`src/rtl/uart_pkg.sv`:
```
// Shared UART definitions: frame geometry, controller states and frame assembly.
// Pure package, no timing or flow control of its own.
// Parity generation is compiled in only when UART_PARITY_EN is defined; otherwise P is a mark bit.
package uart_pkg;

    localparam int                 FRAME_W    = 11;
    localparam int                 DATA_W     = 8;
    localparam logic [FRAME_W-1:0] IDLE_FRAME = 11'h7FF;

    typedef enum logic [1:0] {
        IDLE = 2'd0,
        SEND = 2'd1,
        DONE = 2'd2
    } tx_state_e;

    // Frame is shifted out LSB first: start(0), data, P, then mark bits up to FRAME_W.
    function automatic logic [FRAME_W-1:0] build_frame(
        input logic [DATA_W-1:0] data,
        input logic              eight,
        input logic              pen,
        input logic              ohel
    );
        logic               par;
        logic [FRAME_W-1:0] frm;
`ifdef UART_PARITY_EN
        logic [DATA_W-1:0]  d_eff;
        // In 7-bit mode bit 7 must not contribute to parity.
        d_eff = eight ? data : {1'b0, data[6:0]};
        if (!pen) begin
            par = 1'b1;
        end else if (ohel) begin
            par = ~^d_eff;
        end else begin
            par = ^d_eff;
        end
`else
        logic               unused_par_cfg;
        // Without parity support P degenerates to a second stop bit.
        unused_par_cfg = pen ^ ohel;
        par            = 1'b1;
`endif
        if (eight) begin
            frm = {1'b1, par, data, 1'b0};
        end else begin
            frm = {1'b1, 1'b1, par, data[6:0], 1'b0};
        end
        return frm;
    endfunction

endpackage

```
`src/rtl/uart_bit_timer.sv`:
```
// Modulo-BIT_TIME cycle counter with enable and synchronous clear; tick_o marks the terminal count.
// Latency: tick_o is combinational on the cycle the count equals BIT_TIME-1 while enabled.
// No backpressure: counts whenever en_i is high, clr_i has priority over en_i.
module uart_bit_timer #(
    parameter  int BIT_TIME = 5208,
    localparam int CNT_W    = (BIT_TIME > 1) ? $clog2(BIT_TIME) : 1
) (
    input  logic clk,
    input  logic reset,
    input  logic en_i,
    input  logic clr_i,
    output logic tick_o
);

    localparam logic [CNT_W-1:0] TERM = CNT_W'(BIT_TIME - 1);

    logic [CNT_W-1:0] cnt_q;
    logic [CNT_W-1:0] cnt_d;

    assign tick_o = en_i && (cnt_q == TERM);

    // Next count: clear wins, otherwise wrap exactly at the terminal count.
    always_comb begin
        cnt_d = cnt_q;
        if (clr_i) begin
            cnt_d = '0;
        end else if (en_i) begin
            cnt_d = (cnt_q == TERM) ? '0 : cnt_q + CNT_W'(1);
        end
    end

    // Count register, asynchronously cleared.
    always_ff @(posedge clk or negedge reset) begin
        if (!reset) begin
            cnt_q <= '0;
        end else begin
            cnt_q <= cnt_d;
        end
    end

endmodule

```
`src/rtl/uart_tx_ctrl.sv`:
```
// UART transmit controller: builds the 11-bit frame, loads the PISO register and paces one shift per bit time.
// Latency: ld one cycle after tx_start, first shift BIT_TIME cycles after ld, tx_done 11*BIT_TIME+2 after tx_start.
// tx_start is accepted only while tx_rdy is high; requests at other times are dropped. UART_PARITY_EN enables parity.
module uart_tx_ctrl
    import uart_pkg::*;
#(
    parameter int BIT_TIME = 5208
) (
    input  logic               clk,
    input  logic               reset,
    input  logic               tx_start,
    input  logic [DATA_W-1:0]  tx_data,
    input  logic               eight,
    input  logic               pen,
    input  logic               ohel,
    output logic [FRAME_W-1:0] frame,
    output logic               ld,
    output logic               shift,
    output logic               tx_rdy,
    output logic               tx_done
);

    localparam logic [3:0] LAST_BIT = 4'(FRAME_W);

    tx_state_e          state_q, state_d;
    logic [3:0]         bit_cnt_q, bit_cnt_d;
    logic [FRAME_W-1:0] frame_q, frame_d;
    logic               ld_q, ld_d;
    logic               shift_q;
    logic               timer_en, timer_clr, bit_tick;

    uart_bit_timer #(
        .BIT_TIME (BIT_TIME)
    ) u_bit_timer (
        .clk    (clk),
        .reset  (reset),
        .en_i   (timer_en),
        .clr_i  (timer_clr),
        .tick_o (bit_tick)
    );

    assign frame = frame_q;
    assign ld    = ld_q;
    assign shift = shift_q;

    // Next-state, frame capture and status outputs.
    always_comb begin
        state_d   = state_q;
        bit_cnt_d = bit_cnt_q;
        frame_d   = frame_q;
        ld_d      = 1'b0;
        timer_en  = 1'b0;
        timer_clr = 1'b0;
        tx_rdy    = 1'b0;
        tx_done   = 1'b0;
        unique case (state_q)
            IDLE: begin
                tx_rdy    = 1'b1;
                timer_clr = 1'b1;
                if (tx_start) begin
                    frame_d   = build_frame(tx_data, eight, pen, ohel);
                    ld_d      = 1'b1;
                    bit_cnt_d = '0;
                    state_d   = SEND;
                end
            end
            SEND: begin
                // Timer stops once all bit times have elapsed.
                if (bit_cnt_q == LAST_BIT) begin
                    state_d = DONE;
                end else begin
                    timer_en = 1'b1;
                    if (bit_tick) begin
                        bit_cnt_d = bit_cnt_q + 4'd1;
                    end
                end
            end
            DONE: begin
                tx_done = 1'b1;
                state_d = IDLE;
            end
            default: begin
                state_d = IDLE;
            end
        endcase
    end

    // State, counters and registered strobes; reset aborts any frame in flight.
    always_ff @(posedge clk or negedge reset) begin
        if (!reset) begin
            state_q   <= IDLE;
            bit_cnt_q <= '0;
            frame_q   <= IDLE_FRAME;
            ld_q      <= 1'b0;
            shift_q   <= 1'b0;
        end else begin
            state_q   <= state_d;
            bit_cnt_q <= bit_cnt_d;
            frame_q   <= frame_d;
            ld_q      <= ld_d;
            shift_q   <= bit_tick;
        end
    end

endmodule

```
`config.mk`:
```
export PLATFORM = sky130hd
export DESIGN_NAME = uart_tx_ctrl
export DESIGN_NICKNAME = d
export VERILOG_FILES = /design/src/rtl/uart_pkg.sv /design/src/rtl/uart_bit_timer.sv /design/src/rtl/uart_tx_ctrl.sv
export SDC_FILE = /design/constraint.sdc
export NUM_CORES = 1
export LEC_CHECK = 0
export CORE_ASPECT_RATIO = 0.7
export CORE_MARGIN = 4
export CORE_UTILIZATION = 45
export CTS_BUF_LIST = sky130_fd_sc_hd__clkbuf_8
export CTS_CLUSTER_DIAMETER = 100
export DETAILED_ROUTE_END_ITERATION = 10
export DONT_BUFFER_PORTS = 1
export GPL_ROUTABILITY_DRIVEN = 0
export MAX_ROUTING_LAYER = met4
export PLACE_DENSITY_LB_ADDON = 0.05
export SETUP_SLACK_MARGIN = 0.5
export SYNTH_ARGS = -nofsm -noshare
export SYNTH_HDL_FRONTEND = slang
export SYNTH_SLANG_ARGS = --single-unit
```
`constraint.sdc`:
```
create_clock -name clk -period 2.6 [get_ports clk]
set_clock_uncertainty 0.05 [all_clocks]
set_input_delay 0.52 -clock clk [delete_from_list [all_inputs] [get_ports clk]]
set_output_delay 0.52 -clock clk [all_outputs]
set_load 0.03 [all_outputs]
```
## Word level (Yosys, flattened, before mapping)

Cells that the tools add are included.

| cells by class | value |
|---|---|
| bitwise logic cells | 0 |
| muxes and demuxes | 17 |
| order comparisons | 0 |
| shift operators | 0 |
| div/mod/pow operators | 0 |
| reductions and logical operators | 7 |
| eq/ne operators | 8 |
| multipliers | 0 |
| add/sub/neg operators | 2 |

Operators with widths:

| cell | count |
|---|---|
| two-way mux 13 bit | 3 |
| adder 13 x 1 -> 13 bit (second input constant) | 1 |
| equality test 13 bit (second input constant) | 1 |
| two-way mux 4 bit | 3 |
| two-way mux 9 bit | 1 |
| inequality test 2 bit (second input constant) | 4 |
| case mux 4 bit (2 select lines) | 1 |
| two-way mux 1 bit | 6 |
| adder 4 x 1 -> 4 bit (second input constant) | 1 |
| equality test 4 bit (second input constant) | 1 |
| two-way mux 2 bit | 2 |
| case mux 2 bit (2 select lines) | 1 |
| AND reduction 2 bit | 2 |
| AND reduction 4 bit | 1 |
| nonzero test 2 bit | 2 |
| equality test 2 x 1 -> 1 bit (second input constant) | 1 |
| equality test 2 bit (second input constant) | 1 |
| zero test 2 bit | 1 |
| logical AND 1 bit | 1 |

| storage, ports and cells | value |
|---|---|
| output and inout bits | 15 |
| RAM bits | 0 |
| logic and storage cells | 40 |
| memory bits (read-only) | 0 |
| flip-flop bits (word level) | 32 |
| memories kept | 0 |
| latch bits | 0 |
| input bits | 14 |

## Depth between registers and ports, before layout

| depth | value |
|---|---|
| depth after elaboration | 7 |
| depth in mapped cells | 6 |
| gate-level depth less buffers | 5 |

## By module

A second synthesis with hierarchy kept.

| second synthesis, totals | value |
|---|---|
| cells, all modules | 136 |
| area, all modules | 1530.2 sq um |

By module, submodules not included:

| module | times used | sequential area each (sq um) | cells each | area each (sq um) |
|---|---|---|---|---|
| uart_tx_ctrl | 1 | 436.7 | 61 | 784.5 |
| uart_bit_timer | 1 | 325.3 | 75 | 745.7 |

## Least setup slack after synthesis

Ideal clock, no wire load.

| timing | value |
|---|---|
| kind | register -> register |
| from | register state_q[0] |
| to | register frame_q[6], in the netlist frame[6] |
| path slack | 0.817 ns |
| path buffers | 1 |
| clock period less this slack | 1.783 ns |
| stages on the path, launching flop included | 5 |
| arrival time | 1.651 ns |
| required time | 2.468 ns |
| setup time | 0.082 ns |
| cells stage by stage | dfrtp_1 > nor2_1 > nand2_1 > clkbuf_1 > mux2_2 |

| on the way | value |
|---|---|
| word-level cells in the longest chain between the ends | 2 |

Ends and longest elaborated chain:

| what | RTL line | RTL |
|---|---|---|
| from (decl) | uart_tx_ctrl.sv:25 | `tx_state_e state_q, state_d;` |
| from (signal assigned) | uart_tx_ctrl.sv:97 | `state_q <= state_d;` |
| zero test 2 bit | uart_tx_ctrl.sv:56 | `unique case (state_q)` |
| AND reduction 2 bit (no source line) | -- |  |
| to (signal assigned) | uart_tx_ctrl.sv:99 | `frame_q <= frame_d;` |
| to (decl) | uart_tx_ctrl.sv:27 | `logic [FRAME_W-1:0] frame_q, frame_d;` |

Every way passes these cells.
A chain may end at the register's enable or synchronous reset.

## Final worst setup path

| timing | value |
|---|---|
| from | register bit_cnt_q[0] |
| to | register bit_cnt_q[2] |

| on the way | value |
|---|---|
| word-level cells in the longest chain between the ends | 6 |
| elaborated cells on any way between the ends | 11 |
| those cells by class | add/sub (1); eq/ne (3); mux (5); reduce/logical (2) |

Ends and longest elaborated chain:

| what | RTL line | RTL |
|---|---|---|
| from (decl) | uart_tx_ctrl.sv:26 | `logic [3:0] bit_cnt_q, bit_cnt_d;` |
| from (signal assigned) | uart_tx_ctrl.sv:98 | `bit_cnt_q <= bit_cnt_d;` |
| parallel branches: the longest is 6 deep, another holds adder 4 x 1 -> 4 bit | -- |  |

Parallel ways; which one is timed is not known. The select of a mux whose other input is x is not followed.

==> flow_summary.ini <==
[routing]
wl_per_cell_um = 17.2
via_per_inst = 6.07
ant_nets = 0
drt_wl_total_um = 3210
drcViolationCount = 0
drtIter0Drc = 85
via_count = 1136
dr.pass1.iters = 4

[clocking]
cts_tree = done
cts_max_level = 2
clockBufferDepth = 2
root_buffer = clkbuf_8
cts_buffers = 5
postCtsSetupRepairBufs = 0
path_clk_slew_ns = 0.06
clkLatencyLatePin_ns = 0.27
cts.sinks = 30

[setup_path]
endpoint_kind = register
cp-start-kind = register
rr_startpoint = bit_cnt_q[0]
reg2reg_to = bit_cnt_q[2]
crit_type = register to register
crit_end = bit_cnt_q[2]
cp.arrival_ns = 2.05
r2r_setup_slack_ns = 0.65
reg2reg_depth = 5
critPathRequiredTime_ns = 2.70
critPathLaunch = bit_cnt_q[0]
cp_max_fo = 11

[global_route]
grt_pass1_wl_um = 5370
grt_max_degree = 22
grt_usage_pct = 16.2
antenna_found_initial = 0
grt_overflow_total = 0
grt_pass1_vias = 1098

[power]
powerDensity_nw_per_um2 = 958
power.total_mw = 1.57
p_seq_share_pct = 56.6
vdd_ir_drop_max_mv = 0.596
sw_frac_of_total_pct = 36.7
p_leak_nw = 0.710
clockPowerShare_pct = 23.7
p_int_uw = 993
pwr-share-comb_pct = 19.7
p_sw_uw = 576

[sta]
period_needed_ns = 1.95
final_max_slew_viol_count = 0
worst_pin_slew_ns = 0.937
fmax_mhz = 513
fin_tns_setup_ns = 0
period_share_pct = 75.0
hold_ws_ns = 0.0407
relSlewSlack_pct = 37.3
hold_violations = 0
rsz0062_at_grt = no
finalSetupViolCount = 0

[finish]
fin_util_pct = 51.7
nets = 164
fillCellCount = 285
syn_to_final_growth_pct = 10.2
drive_gt1_share_pct = 21.5
antennaDiodeCount = 0

[flow_run]
drv_cap = 0

[synth]
synth_top_family_by_area = simple AND/OR/NAND/NOR gates
yosys.area_share.xor_xnor_pct = 0.589
synth_mux_area_share_pct = 5.30
synth_area_um2 = 1490
synth-simple-area-share_pct = 20.6
yosysWarnings = 0
synth_compound_area_share_pct = 15.8
syn_avg_cell_area_um2 = 10.5
synthCells = 142
async_flop_share_pct = 100
ys.flop_type = dfrtp_1
synthAdderAreaFrac_pct = 1.68
synth_edf_count = 0
ys_seq_area_share_pct = 51.3
ys_seq_elements = 30
post_synth_num_cell_types = 42

[floorplanning]
initial_core_util_pct = 46.9
core_um2 = 3170
die_x_um = 76.7
placementRows = 17
dieHeight_um = 56.1
pin_count = 29
dieArea_um2 = 4300

[placed_design]
dp_hpwl_um = 2140
portBuffers = 0

[min_path]
hp-class = input pin to async pin

[outcome]
status = complete, no violations
-- power groups by stage --
stage	registers (mW)	logic [mW]	clock network [mW]
2_1_floorplan	0.860	0.247	0
3_3_place_gp	0.888	0.287	0
3_5_place_dp	0.892	0.297	0
4_1_cts	0.887	0.311	0.378
5_1_grt	0.905	0.352	0.408
6_report	0.888	0.309	0.372
-- Yosys cell counts, types with 2 or more instances --
cell type | count | area [um2]
nor3_1 | 2 | 10.0
buf_2 | 2 | 10.0
and2_1 | 2 | 12.5
or3_1 | 2 | 12.5
clkbuf_1 | 3 | 11.3
dfrtp_1 | 21 | 526
o211ai_1 | 5 | 37.5
nor2_1 | 3 | 11.3
nor2b_1 | 3 | 18.8
mux2_2 | 7 | 78.8
nand2b_1 | 3 | 18.8
nand2_1 | 9 | 33.8
and4_1 | 3 | 26.3
dfstp_2 | 9 | 236
nand3_1 | 6 | 30.0
nand3b_1 | 4 | 30.0
nor4_1 | 2 | 12.5
a41oi_1 | 2 | 17.5
o21ai_0 | 9 | 45.0
ha_1 | 2 | 25.0
buf_4 | 2 | 15.0
inv_1 | 8 | 30.0
a31oi_1 | 14 | 87.6
-- cell usage in the layout, fill, tap and decap left out, drive strengths merged, types with 2 or more instances in the layout --
cell and instances:
ha 2, nor2b 3, buf 4, nor4 2, a41oi 2, a31oi 14, or3 2, o21ai 9
clkbuf 6, nand3 7, mux2 7, nand2 9, and4 3, nand3b 4, nor3 2, inv 9
or4 2, dfrtp 21, and3 2, and2 2, o211ai 5, conb 2, nor2 3, dfstp 9
nand2b 3
-- stage by stage --
stage	instance area (um2)	setup slack, ns	std cells
floorplan	1490	0.817	143
global placement	1530	0.634	178
detailed placement	1530	0.622	178
CTS	1630	0.605	187
global route	1640	0.524	187
finish	1640	0.650	187
-- flip-flops by register name, indices dropped and copies added (netlist names) --
name	count
ld	1
u_bit_timer.cnt_q	13
frame	9
shift	1
state_q	2
bit_cnt_q	4
-- how the worst min path moves through the flow --
| stage | startpoint | end | slack (ns) | cells past startpoint |
|---|---|---|---|---|
| 2_1_floorplan | reset | bit_cnt_q[0] | 0.17 | 0 |
| 3_3_place_gp | reset | u_bit_timer.cnt_q[7] | 0.18 | 0 |
| 3_5_place_dp | reset | u_bit_timer.cnt_q[7] | 0.18 | 0 |
| 4_1_cts | reset | frame[3] | 0.03 | 0 |
| 5_1_grt | reset | frame[3] | 0.02 | 0 |
| 6_report | reset | frame[3] | 0.04 | 0 |
-- per-layer routing --
layer	wire [um]	track usage (%)	share of wire (%)	up-vias
met1	1540	23.3	48	528
met3	249	4.53	7.8	4
li1	-	-	-	547
met5	0	-	0	-
met2	1400	22.2	43	57
met4	22	4.13	0.69	0
-- layout make-up --
class / count / area, um2 / area share [%]
tap: 38 / 47.5 / 2.90
clock inverter: 2 / 8.76 / 0.535
inverter: 8 / 30.0 / 1.83
sequential: 30 / 762 / 46.5
timing repair buffer: 5 / 40.0 / 2.44
clock buffer: 6 / 82.6 / 5.04
multi-input combinational: 98 / 667 / 40.7
-- critical path, cell delays in order (launching register included) --
cell and delay, ns:
dfrtp_1 0.42, ha_1 0.25, nand3b_1 0.12, nand2b_1 0.25, or2_2 0.42, a311o_1 0.32
-- cells by family (layout without fill, tap and decap cells) --
kind of cell	Yosys count	count (layout)
buffers and inverters	15	21
muxes	7	7
DFF	30	30
other	1	2
and+or+nand+nor	50	50
xor gates and xnor gates	1	1
adders and majority gates	2	2
AOI/OAI and AO/OA	36	36
-- timing repair --
item / 4_1_cts / 5_1_grt
endpoints found under the hold margin: 21 / 0
hold buffers: 1 / 0
gates resized for setup: 0 / 1
endpoints found under the setup margin: 0 / 1
Note: power is estimated with default switching activity, not from simulation.
